File: config.mk
export PLATFORM = sky130hd
export DESIGN_NAME = seq_gen_serial
export DESIGN_NICKNAME = d
export VERILOG_FILES = /design/src/rtl/seq_gen_pkg.sv /design/src/rtl/seq_shift_reg.sv /design/src/rtl/seq_gen_serial.sv
export SDC_FILE = /design/constraint.sdc
export NUM_CORES = 1
export LEC_CHECK = 0
export BUFFER_PORTS_ARGS = -buffer_cell sky130_fd_sc_hd__buf_2
export CAP_MARGIN = 10
export CORE_MARGIN = 2
export CORE_UTILIZATION = 50
export CTS_CLUSTER_DIAMETER = 150
export DETAILED_ROUTE_END_ITERATION = 12
export PLACE_DENSITY = 0.75
export SYNTH_ARGS = -nofsm -noshare
export SYNTH_HDL_FRONTEND = slang
export SYNTH_SLANG_ARGS = --single-unit
File: constraint.sdc
create_clock -name clk -period 7.6 [get_ports clk]
set_clock_uncertainty 0.15 [all_clocks]
set_input_delay 0.38 -clock clk [delete_from_list [all_inputs] [get_ports clk]]
set_output_delay 0.38 -clock clk [all_outputs]
set_load 0.01 [all_outputs]
File: src/rtl/seq_gen_pkg.sv
// Shared types, defaults and helpers for the serial pattern transmitter.
// State encodings are plain 2-bit constants so older tools that lack enums can consume them.
package seq_gen_pkg;

    localparam int DEF_PAT_W = 16;
    localparam int DEF_CNT_W = 8;

    typedef logic [1:0] state_t;

    localparam state_t ST_IDLE  = 2'd0;
    localparam state_t ST_SHIFT = 2'd1;
    localparam state_t ST_GAP   = 2'd2;
    localparam state_t ST_DONE  = 2'd3;

    // Requested lengths beyond the pattern register are sent as a full-width pattern.
    function automatic int unsigned clamp_len(input int unsigned len_in, input int unsigned max_len);
        return (len_in > max_len) ? max_len : len_in;
    endfunction

endpackage

File: src/rtl/seq_shift_reg.sv
// Loadable MSB-first shift register with a remaining-bit counter.
// msb is the bit to put on the line at the coming edge; last means the pattern has no bits left.
module seq_shift_reg
    import seq_gen_pkg::*;
#(
    parameter int PAT_W = DEF_PAT_W,
    parameter int LEN_W = $clog2(PAT_W + 1)
) (
    input  logic             clk,
    input  logic             rst,
    input  logic             load,
    input  logic             restart,
    input  logic             shift,
    input  logic [PAT_W-1:0] pat,
    input  logic [LEN_W-1:0] len,
    output logic             msb,
    output logic             last
);

    localparam logic [LEN_W-1:0] FULL_LEN = LEN_W'(PAT_W);

    logic [PAT_W-1:0] saved_reg;
    logic [PAT_W-1:0] work_reg;
    logic [PAT_W-1:0] aligned;
    logic [LEN_W-1:0] len_reg;
    logic [LEN_W-1:0] idx_reg;

    // Left-align so the first bit to send always sits in the top position.
    assign aligned = pat << (FULL_LEN - len);

    // The first bit of a pattern leaves on the same edge that loads it, so bypass the register.
    always_comb begin
        msb = work_reg[PAT_W-1];
        if (load) begin
            msb = aligned[PAT_W-1];
        end else if (restart) begin
            msb = saved_reg[PAT_W-1];
        end
    end

    assign last = (idx_reg == '0);

    always_ff @(posedge clk or negedge rst) begin
        if (!rst) begin
            saved_reg <= '0;
            work_reg  <= '0;
            len_reg   <= '0;
            idx_reg   <= '0;
        end else if (load) begin
            saved_reg <= aligned;
            work_reg  <= aligned << 1;
            len_reg   <= len;
            idx_reg   <= len - LEN_W'(1);
        end else if (restart) begin
            work_reg  <= saved_reg << 1;
            idx_reg   <= len_reg - LEN_W'(1);
        end else if (shift) begin
            work_reg  <= work_reg << 1;
            idx_reg   <= idx_reg - LEN_W'(1);
        end
    end

endmodule

File: src/rtl/seq_gen_serial.sv
// Programmable serial pattern transmitter: sends a captured pattern MSB-first,
// repeated with optional idle gaps, under a start/busy/done handshake.
module seq_gen_serial
    import seq_gen_pkg::*;
#(
    parameter int PAT_W = DEF_PAT_W,
    parameter int CNT_W = DEF_CNT_W,
    parameter int LEN_W = $clog2(PAT_W + 1)
) (
    input  logic             clk,
    input  logic             rst,
    input  logic             start,
    input  logic             abort,
    input  logic [PAT_W-1:0] pat,
    input  logic [LEN_W-1:0] len,
    input  logic [CNT_W-1:0] reps,
    input  logic [CNT_W-1:0] gap,
    output logic             x,
    output logic             x_vld,
    output logic             busy,
    output logic             done
);

    state_t           state_reg, state_next;
    logic [CNT_W-1:0] reps_reg, reps_next;
    logic [CNT_W-1:0] gap_reg, gap_next;
    logic [CNT_W-1:0] gap_cnt_reg, gap_cnt_next;
    logic             x_reg, x_next;
    logic             x_vld_reg, x_vld_next;
    logic             busy_reg, busy_next;
    logic             done_reg, done_next;

    logic             load;
    logic             restart;
    logic             shift;
    logic             emit;
    logic             msb;
    logic             last;
    logic [LEN_W-1:0] len_c;

    assign len_c = LEN_W'(clamp_len(32'(len), 32'(PAT_W)));

    seq_shift_reg #(
        .PAT_W (PAT_W),
        .LEN_W (LEN_W)
    ) u_shift (
        .clk     (clk),
        .rst     (rst),
        .load    (load),
        .restart (restart),
        .shift   (shift),
        .pat     (pat),
        .len     (len_c),
        .msb     (msb),
        .last    (last)
    );

    // reps_reg counts repetitions still owed, including the one on the line.
    always_comb begin
        state_next   = state_reg;
        reps_next    = reps_reg;
        gap_next     = gap_reg;
        gap_cnt_next = gap_cnt_reg;
        load         = 1'b0;
        restart      = 1'b0;
        shift        = 1'b0;
        busy_next    = 1'b0;
        done_next    = 1'b0;

        if (abort) begin
            state_next = ST_IDLE;
        end else begin
            case (state_reg)
                ST_IDLE: begin
                    if (start) begin
                        reps_next = reps;
                        gap_next  = gap;
                        if (len_c == '0 || reps == '0) begin
                            state_next = ST_DONE;
                            done_next  = 1'b1;
                        end else begin
                            state_next = ST_SHIFT;
                            load       = 1'b1;
                            busy_next  = 1'b1;
                        end
                    end
                end
                ST_SHIFT: begin
                    if (!last) begin
                        shift     = 1'b1;
                        busy_next = 1'b1;
                    end else if (reps_reg > CNT_W'(1)) begin
                        reps_next = reps_reg - CNT_W'(1);
                        busy_next = 1'b1;
                        if (gap_reg != '0) begin
                            state_next   = ST_GAP;
                            gap_cnt_next = gap_reg;
                        end else begin
                            restart = 1'b1;
                        end
                    end else begin
                        reps_next  = '0;
                        state_next = ST_DONE;
                        done_next  = 1'b1;
                    end
                end
                ST_GAP: begin
                    busy_next = 1'b1;
                    if (gap_cnt_reg <= CNT_W'(1)) begin
                        restart      = 1'b1;
                        state_next   = ST_SHIFT;
                        gap_cnt_next = '0;
                    end else begin
                        gap_cnt_next = gap_cnt_reg - CNT_W'(1);
                    end
                end
                ST_DONE: begin
                    state_next = ST_IDLE;
                end
                default: begin
                    state_next = ST_IDLE;
                end
            endcase
        end
    end

    assign emit       = load | restart | shift;
    assign x_next     = emit & msb;
    assign x_vld_next = emit;

    always_ff @(posedge clk or negedge rst) begin
        if (!rst) begin
            state_reg   <= ST_IDLE;
            reps_reg    <= '0;
            gap_reg     <= '0;
            gap_cnt_reg <= '0;
            x_reg       <= 1'b0;
            x_vld_reg   <= 1'b0;
            busy_reg    <= 1'b0;
            done_reg    <= 1'b0;
        end else begin
            state_reg   <= state_next;
            reps_reg    <= reps_next;
            gap_reg     <= gap_next;
            gap_cnt_reg <= gap_cnt_next;
            x_reg       <= x_next;
            x_vld_reg   <= x_vld_next;
            busy_reg    <= busy_next;
            done_reg    <= done_next;
        end
    end

    assign x     = x_reg;
    assign x_vld = x_vld_reg;
    assign busy  = busy_reg;
    assign done  = done_reg;

endmodule

==> results_dict.tcl, run 1 <==
set metrics [dict create \
    yosysTopAreaCellShare_pct 38.83 \
    numPortBuffers 44 \
    synth_top_area_cell "dfrtp_1" \
    via_per_inst 5.915 \
    synth_area_sq_um 4576 \
    drtIter0Drc 198 \
    cts_htree_levels 3 \
    hpwl_mm 7.296 \
    vias 3827 \
    rsz0062_at_grt "false" \
    critPathRequiredTime_ps 7660 \
    grt_antenna_before_repair 0 \
    dpl-instance-area_sq_um 4830 \
    die_w_um 99.66 \
    power_mw 1.673 \
    critPathCaptureType "register" \
    clk_latency_ps 350 \
    crit_fanout 22 \
    gp_congestion 0.9063 \
    clkTransAtPathRegs_ps 80 \
    status "complete, no violations" \
    clockBufferDepth 2 \
    grt_pass1_vias 3730 \
    p_leak_nw 2.319 \
    synth_top_cells_by_count "nand2_1, dfrtp_1, nor2_1" \
    synth_cell_type_count 61 \
    finalWirelength_mm 10.06 \
    synth.area.top_cells "dfrtp_1, mux2i_1, nand2_1" \
    syn_nets 556 \
    die_y_um 99.66 \
    ys_seq_area_share_pct 38.83 \
    die_area_sq_um 9932 \
    drv_cap 0 \
    grt_pass1_wl_mm 17.43 \
    ctsHoldBuffers 0 \
    tightest_slew_ps 1137 \
    routedWlPerCell_um 15.55 \
    met2_length_mm 5.111 \
    fin_crit_ps 4052 \
    powerDensity_nw_per_um2 333.8 \
    root_buffer "clkbuf_8" \
    cts_tree "built" \
    fmax_mhz 246.8 \
    final_layout_size_suffix_gt1_share_pct 18.55 \
    wl_met3_um 420 \
    async_reset_ff_share_pct 100.0 \
    maxSlewViolCount 0 \
    postRouteAntennaNets 0 \
    route.top_layer_used "met4" \
    r2r_setup_slack_ps 3810 \
    crit_arrival_ps 4110 \
    final.setup.tns_ps 0 \
    hold_viol 0 \
    crit_type "input port to register" \
    ys.flop_type "dfrtp_1" \
    diodes 0 \
    pin_count 45 \
    ys_seq_elements 71 \
    syn_avg_cell_area_sq_um 9.097 \
    route.detailed.drc 0 \
    cts_resized 0 \
    grt.total_usage_pct 21.57 \
    dp_slack_ps 3209 \
    synth.most_common_cell "nand2_1" \
    dr.pass1.iters 4 \
    start_util_pct 51.96 \
    routedLengthMet1_mm 4.402 \
    rows 34 \
    cts_setup_buffers 0 \
    ff2ff_path_depth 11 \
    syn2layout_area_growth_pct 9.516 \
    vdd_drop_max_mv 0.2075 \
    finalCritPeriodShare_pct 53.31 \
    cts.sinks 71 \
    slew_headroom_pct 24.00 \
    startpoint_type "input port" \
    synth_edf_count 0 \
    cts_made_buffers 9 \
    worst_slack_ps 3548 \
    ys_warn_count 0 \
    gr-total-overflow 0 \
    largest_reg_flops 16 \
    final_area_sq_um 5011 \
    netlist_instances 503 \
    fin_nets 587 \
    hold_path.class "input port to asynchronous set/reset pin" \
    setup_viol 0 \
    fp.coreArea_sq_um 8806 \
    grt_max_degree 72 \
]
## layout make-up
cell class,count,area [sq um]
Fill cell,797,3795
Multi-Input combinational cell,381,2581
Sequential cell,71,1777
Timing Repair Buffer,50,262.8
Clock buffer,12,145.1
Tap cell,108,135.1
Inverter,21,78.83
Clock inverter,4,31.28
## layout by cell type, fill, tap and decap left out, types with 3 or more instances in the layout
cell / synthesis / final
or3_1: 4 / 4
inv_1: 19 / 19
a21oi_1: 26 / 26
mux2_2: 17 / 17
mux2i_1: 34 / 34
or4_4: 3 / 3
nand2_1: 76 / 76
clkinvlp_4: 0 / 3
o21ai_0: 30 / 30
dfrtp_1: 71 / 71
a21o_1: 6 / 6
nor2_1: 38 / 38
o221ai_1: 3 / 3
a22o_1: 6 / 6
xor2_1: 3 / 3
o31ai_1: 4 / 4
clkbuf_8: 0 / 10
nor3_1: 13 / 13
a211oi_1: 4 / 4
o21a_1: 5 / 5
a31oi_1: 12 / 12
mux2_1: 3 / 3
o22ai_1: 7 / 7
buf_4: 0 / 5
mux4_2: 5 / 5
nor4_1: 5 / 5
o21bai_1: 4 / 4
o22a_1: 3 / 3
nand2b_1: 4 / 4
buf_2: 1 / 45
and2_1: 3 / 3
nand4_1: 4 / 4
nand3_1: 13 / 13
ha_1: 12 / 12
## power breakdown
part	internal (mW)	leakage, nW	switching, mW
clock	0.128	0.0788	0.144
sequential	0.546	0.872	0.128
combinational	0.318	1.37	0.408
total	0.992	2.32	0.680
## critical path, stage by stage
cell	delay, ps
buf_2	130
nor2b_2	100
buf_4	310
inv_1	190
ha_1	250
o21a_1	110
ha_1	190
nand4bb_1	250
a21oi_1	790
nand3_1	240
o21ai_2	140
and2b_1	210
ha_1	200
o311a_1	130
o21ai_0	110
a21oi_1	80
xor2_1	180
a31oi_1	100
## through the flow
step           utilization [%]  hold slack, ps  cells
6_report                 56.91           62.92    647
5_1_grt                  56.91           91.66    647
4_1_cts                  56.85           96.38    646
3_5_place_dp             54.85           312.2    630
3_3_place_gp             54.85           303.7    630
2_1_floorplan                -          -65.59    503
## cells by family after synthesis
group / share of synthesized area [%]
XOR/XNOR: 0.5743
multiplexers: 14.82
adder cells (fa/ha/maj): 3.281
flip-flops: 38.83
buffers and inverters: 4.949
AO/OA/AOI/OAI: 18.32
AND/OR/NAND/NOR: 19.22
## path summary, 6_finish.rpt
path                                         to                 start
max reg2reg                  u_shift.idx_reg[4]           reps_reg[5]
min                                 reps_reg[2]                   rst
min reg2reg                u_shift.saved_reg[1]  u_shift.saved_reg[1]
min in group clk                     gap_reg[6]                gap[6]
max in group asynchronous   u_shift.work_reg[7]                   rst
max                          u_shift.idx_reg[4]                len[4]
## metal layers
layer	vias to the layer above	GRT usage (%)
met3	12	4.568
met4	0	6.217
met1	1843	28.11
met2	81	36.38
li1	1891	-
met5	-	0
Power figures use the tool's default switching activity.
==> run 2, diff against run 1 <==
--- a/config.mk
+++ b/config.mk
@@ -11,7 +11,7 @@
 export CORE_UTILIZATION = 50
 export CTS_CLUSTER_DIAMETER = 150
 export DETAILED_ROUTE_END_ITERATION = 12
-export PLACE_DENSITY = 0.75
+export PLACE_DENSITY = 0.78
 export SYNTH_ARGS = -nofsm -noshare
 export SYNTH_HDL_FRONTEND = slang
 export SYNTH_SLANG_ARGS = --single-unit
==> constraint.sdc (replaced) <==
create_clock -name clk -period 3.5 [get_ports clk]
set_clock_uncertainty 0.15 [all_clocks]
set_input_delay 0.175 -clock clk [delete_from_list [all_inputs] [get_ports clk]]
set_output_delay 0.175 -clock clk [all_outputs]
set_load 0.01 [all_outputs]
==> results_dict.tcl, run 2 (synthesis gave the netlist of run 1 again) <==
set metrics [dict create \
    p_leak_nw 2.426 \
    rsz0062_at_grt "false" \
    sequentialPowerShare_pct 39.9 \
    gr-total-overflow 0 \
    ctsHoldBuffers 16 \
    diodes 0 \
    grt_pass1_vias 3874 \
    fin_nets 610 \
    vdd_drop_max_mv 0.3701 \
    startpoint_type "register" \
    rows 34 \
    cts_made_buffers 9 \
    dr.pass1.iters 4 \
    status "complete, no violations" \
    worst_hold_path.endpoint "u_shift.len_reg[1]" \
    crit_type "register to register" \
    largest_reg_flops 16 \
    finalCritPeriodShare_pct 92.44 \
    numPortBuffers 44 \
    layout_commonest_cell "nand2_1" \
    power_mw 3.662 \
    fin_crit_ps 3235 \
    clockBufferDepth 2 \
    fmax_mhz 309.1 \
    cts_resized 0 \
    netSwitchingPower_mw 1.473 \
    hold_path.class "input port to register" \
    root_buffer "clkbuf_8" \
    powerDensity_nw_per_um2 700.5 \
    grt.total_usage_pct 22.62 \
    drv_cap 0 \
    cts_tree "built" \
    crit_fanout 5 \
    final-seq-area_sq_um 1777 \
    final_cell_mix "nand2_1, dfrtp_1, buf_2" \
    grt_max_degree 72 \
    final_layout_size_suffix_gt1_share_pct 18.89 \
    syn2layout_area_growth_pct 14.25 \
    reg2reg_to "u_shift.idx_reg[4]" \
    ff2ff_path_depth 11 \
    dpl-instance-area_sq_um 4895 \
    fp.coreArea_sq_um 8806 \
    cts_setup_buffers 0 \
    start_util_pct 51.96 \
    clock_power_share_pct 15.4 \
    p_comb_share_pct 44.6 \
    maxSlewViolCount 0 \
    postRouteAntennaNets 0 \
    drtIter0Drc 177 \
    r2r-start "reps_reg[6]" \
    multi_input_area_sq_um 2581 \
    routedWlPerCell_um 15.77 \
    r2r_setup_slack_ps 260 \
    cts.sinks 71 \
    crit_arrival_ps 3270 \
    grt_pass1_wl_mm 18.11 \
    pin_count 45 \
    die_area_sq_um 9932 \
    grt_antenna_before_repair 0 \
    route.detailed.drc 0 \
    setup_viol 0 \
    die_w_um 99.66 \
    cts_htree_levels 3 \
    nFillCells 766 \
    internal_power_mw 2.189 \
    hpwl_mm 7.473 \
    p_sw_share_pct 40.22 \
    final.setup.tns_ps 0 \
    via_per_inst 5.867 \
    clk_latency_ps 350 \
    slew_headroom_pct 40.55 \
    final_area_sq_um 5228 \
    hold_viol 0 \
    holdWs_ps 22.09 \
    gp_congestion 0.9410 \
    vias 3925 \
    tightest_slew_ps 891.7 \
    min_from "len[1]" \
    critPathCaptureType "register" \
    critPathRequiredTime_ps 3540 \
    finalWirelength_mm 10.55 \
    clkTransAtPathRegs_ps 80 \
    die_y_um 99.66 \
    hold_path_depth 3 \
]
[run 2: layout make-up]
type,instances,area share [%]
well taps,108,2.585
clock buffers,12,2.776
clock inverters,3,0.3830
repair buffers,73,9.382
inverters,21,1.508
multi-input cells,381,49.38
flip-flops and latches,71,33.99
[run 2: worst max-delay path by stage]
stage / startpoint / to / slack, ps / depth (start not counted)
floorplan: len[0] / u_shift.idx_reg[4] / 200 / 18
global placement: len[4] / u_shift.idx_reg[4] / 350 / 17
detailed placement: len[4] / u_shift.idx_reg[4] / 270 / 17
CTS: reps_reg[6] / u_shift.idx_reg[4] / 270 / 11
global route: reps_reg[6] / u_shift.idx_reg[4] / 70 / 11
finish: reps_reg[6] / u_shift.idx_reg[4] / 260 / 11
[run 2: worst max-delay path: stages (launching register included)]
cell      delay, ps
dfrtp_1         390
or4_4           560
or3_1           490
a31oi_2         310
o211ai_2        170
inv_1            80
ha_1            150
o311a_1         190
o21ai_0         130
a21oi_1         170
xor2_1          170
a31oi_1         100
[run 2: power groups by stage]
stage	Clock (mW)	Combinational (mW)	Sequential (mW)
floorplan	0	1.29	1.39
global placement	0	1.56	1.45
detailed placement	0	1.61	1.47
CTS	0.580	1.63	1.46
global route	0.613	1.86	1.51
finish	0.565	1.64	1.46
[run 2: metal layers]
metal	global-route usage (%)	wire length, um	part of all wire [%]	up-vias
met5	0	0	0	-
met3	5.833	521	4.9	13
met4	5.901	114	1.1	0
met1	28.03	4516	43	1893
li1	-	-	-	1923
met2	39.35	5394	51	96
[run 2: metrics by stage]
stage                     std cells  utilization [%]  setup WS [ps]
after CTS                       668            59.28          273.9
after floorplan                 503                -          199.2
after global placement          637            55.58          347.3
final                           669            59.36          264.6
after detailed placement        637            55.58          265.6
after global routing            669            59.36          69.04
==> run 3, diff against run 2 <==
==> constraint.sdc (replaced) <==
create_clock -name clk -period 3.5 [get_ports clk]
set_clock_uncertainty 0.15 [all_clocks]
set_input_delay 0.35 -clock clk [delete_from_list [all_inputs] [get_ports clk]]
set_output_delay 0.35 -clock clk [all_outputs]
set_load 0.01 [all_outputs]
==> results_dict.tcl, run 3 (synthesis gave the netlist of run 1 again) <==
set metrics [dict create \
    status "complete, no violations" \
    fin_nets 597 \
    crit_arrival_ps 3330 \
    syn2layout_area_growth_pct 12.41 \
    drv_cap 0 \
    cts.sinks 71 \
    path_delay_family "compound AO/OA/AOI/OAI gates" \
    fmax_mhz 305.7 \
    rsz0062_at_grt "false" \
    setup_viol 0 \
    cts_htree_levels 3 \
    grt_antenna_before_repair 0 \
    critPathRequiredTime_ps 3560 \
    cp-startpoint "reps_reg[5]" \
    crit_buf_inv 1 \
    diodes 0 \
    pin_count 45 \
    dr.pass1.iters 5 \
    r2r-start "reps_reg[5]" \
    fp.coreArea_sq_um 8806 \
    cts_made_buffers 9 \
    final_cell_mix "nand2_1, dfrtp_1, buf_2" \
    vdd_drop_max_mv 0.4450 \
    hold_path.class "input port to register" \
    grt_max_degree 42 \
    clk_latency_ps 350 \
    fin_crit_ps 3271 \
    largest_reg_flops 16 \
    maxSlewViolCount 0 \
    gr-total-overflow 0 \
    final.setup.tns_ps 0 \
    clockBufferDepth 2 \
    cts_setup_buffers 0 \
    root_buffer "clkbuf_8" \
    p_leak_nw 2.408 \
    startpoint_type "register" \
    start_util_pct 51.96 \
    hold_viol 0 \
    route.detailed.drc 0 \
    critPathCaptureType "register" \
    via_per_inst 5.956 \
    min_from "gap[6]" \
    cts_tree "built" \
    final_util_pct 58.41 \
    crit_chain "or4_4, or3_1, a31oi_2, o211ai_2, inv_1, ha_1, o311a_1, o21ai_0, a21oi_1, xor2_1, a31oi_1" \
    powerDensity_nw_per_um2 742.6 \
    grt.total_usage_pct 22.15 \
    crit_type "register to register" \
    rows 34 \
    critPathSlowestCell "or4_4" \
    drtIter0Drc 106 \
    numPortBuffers 44 \
    slowest_delay_ps 560 \
    die_y_um 99.66 \
    postRouteAntennaNets 0 \
    cts_resized 0 \
    vias 3913 \
    slew_headroom_pct 20.85 \
    finalCritPeriodShare_pct 93.45 \
    grt_pass1_wl_mm 17.84 \
    hpwl_mm 7.617 \
    layout_commonest_cell "nand2_1" \
    die_area_sq_um 9932 \
    final_layout_size_suffix_gt1_share_pct 20.22 \
    routedWlPerCell_um 15.94 \
    clkTransAtPathRegs_ps 80 \
    ctsHoldBuffers 1 \
    tightest_slew_ps 1184 \
    finalWirelength_mm 10.48 \
    gp_congestion 0.9074 \
    die_w_um 99.66 \
    grt_pass1_vias 3849 \
    crit_fanout 5 \
]
[run 3: area by class of cell]
cell class | count | area [sq um]
clock buffers | 10 | 137.6
clock inverters | 6 | 91.34
fillers | 783 | 3662
inverters | 21 | 78.83
multi-input cells | 381 | 2581
flip-flops and latches | 71 | 1777
well taps | 108 | 135.1
repair buffers | 60 | 342.8
[run 3: final timing paths]
kind	slack [ps]	end	depth (start not counted)
worst min-delay path	70	gap_reg[6]	2
worst max-delay path	230	u_shift.idx_reg[4]	11
worst max register to register	230	u_shift.idx_reg[4]	11
worst min register to register	320	u_shift.saved_reg[14]	2
max in group asynchronous	1750	u_shift.saved_reg[9]	3
min in group asynchronous	470	reps_reg[5]	2
[run 3: routing by layer]
| metal | up-vias | global-route usage (%) | wire [um] |
|---|---|---|---|
| met5 | - | 0 | 0 |
| met4 | 0 | 9.168 | 248 |
| met3 | 25 | 4.216 | 382 |
| met2 | 101 | 37.99 | 5250 |
| met1 | 1881 | 27.42 | 4593 |
| li1 | 1906 | - | - |
[run 3: where the power goes]
group / total [mW] / switching [mW] / internal (mW) / leakage (nW)
clock: 0.748 / 0.322 / 0.426 / 0.117
sequential: 1.47 / 0.280 / 1.18 / 0.872
combinational: 1.61 / 0.900 / 0.707 / 1.42
total: 3.82 / 1.50 / 2.32 / 2.41
[run 3: per-stage QoR]
| step | hold slack [ps] | power [mW] | std cells | worst slack, ps | area [sq um] |
|---|---|---|---|---|---|
| final | 70.76 | 3.820 | 657 | 229.1 | 5144 |
| after global routing | 61.19 | 4.123 | 657 | 14.05 | 5144 |
| after CTS | 62.88 | 3.832 | 657 | 253.9 | 5144 |
| after detailed placement | 302.7 | 3.067 | 640 | 79.90 | 4905 |
| after global placement | 297.1 | 2.988 | 640 | 243.1 | 4905 |
| after floorplan | -95.59 | 2.679 | 503 | 24.21 | 4576 |
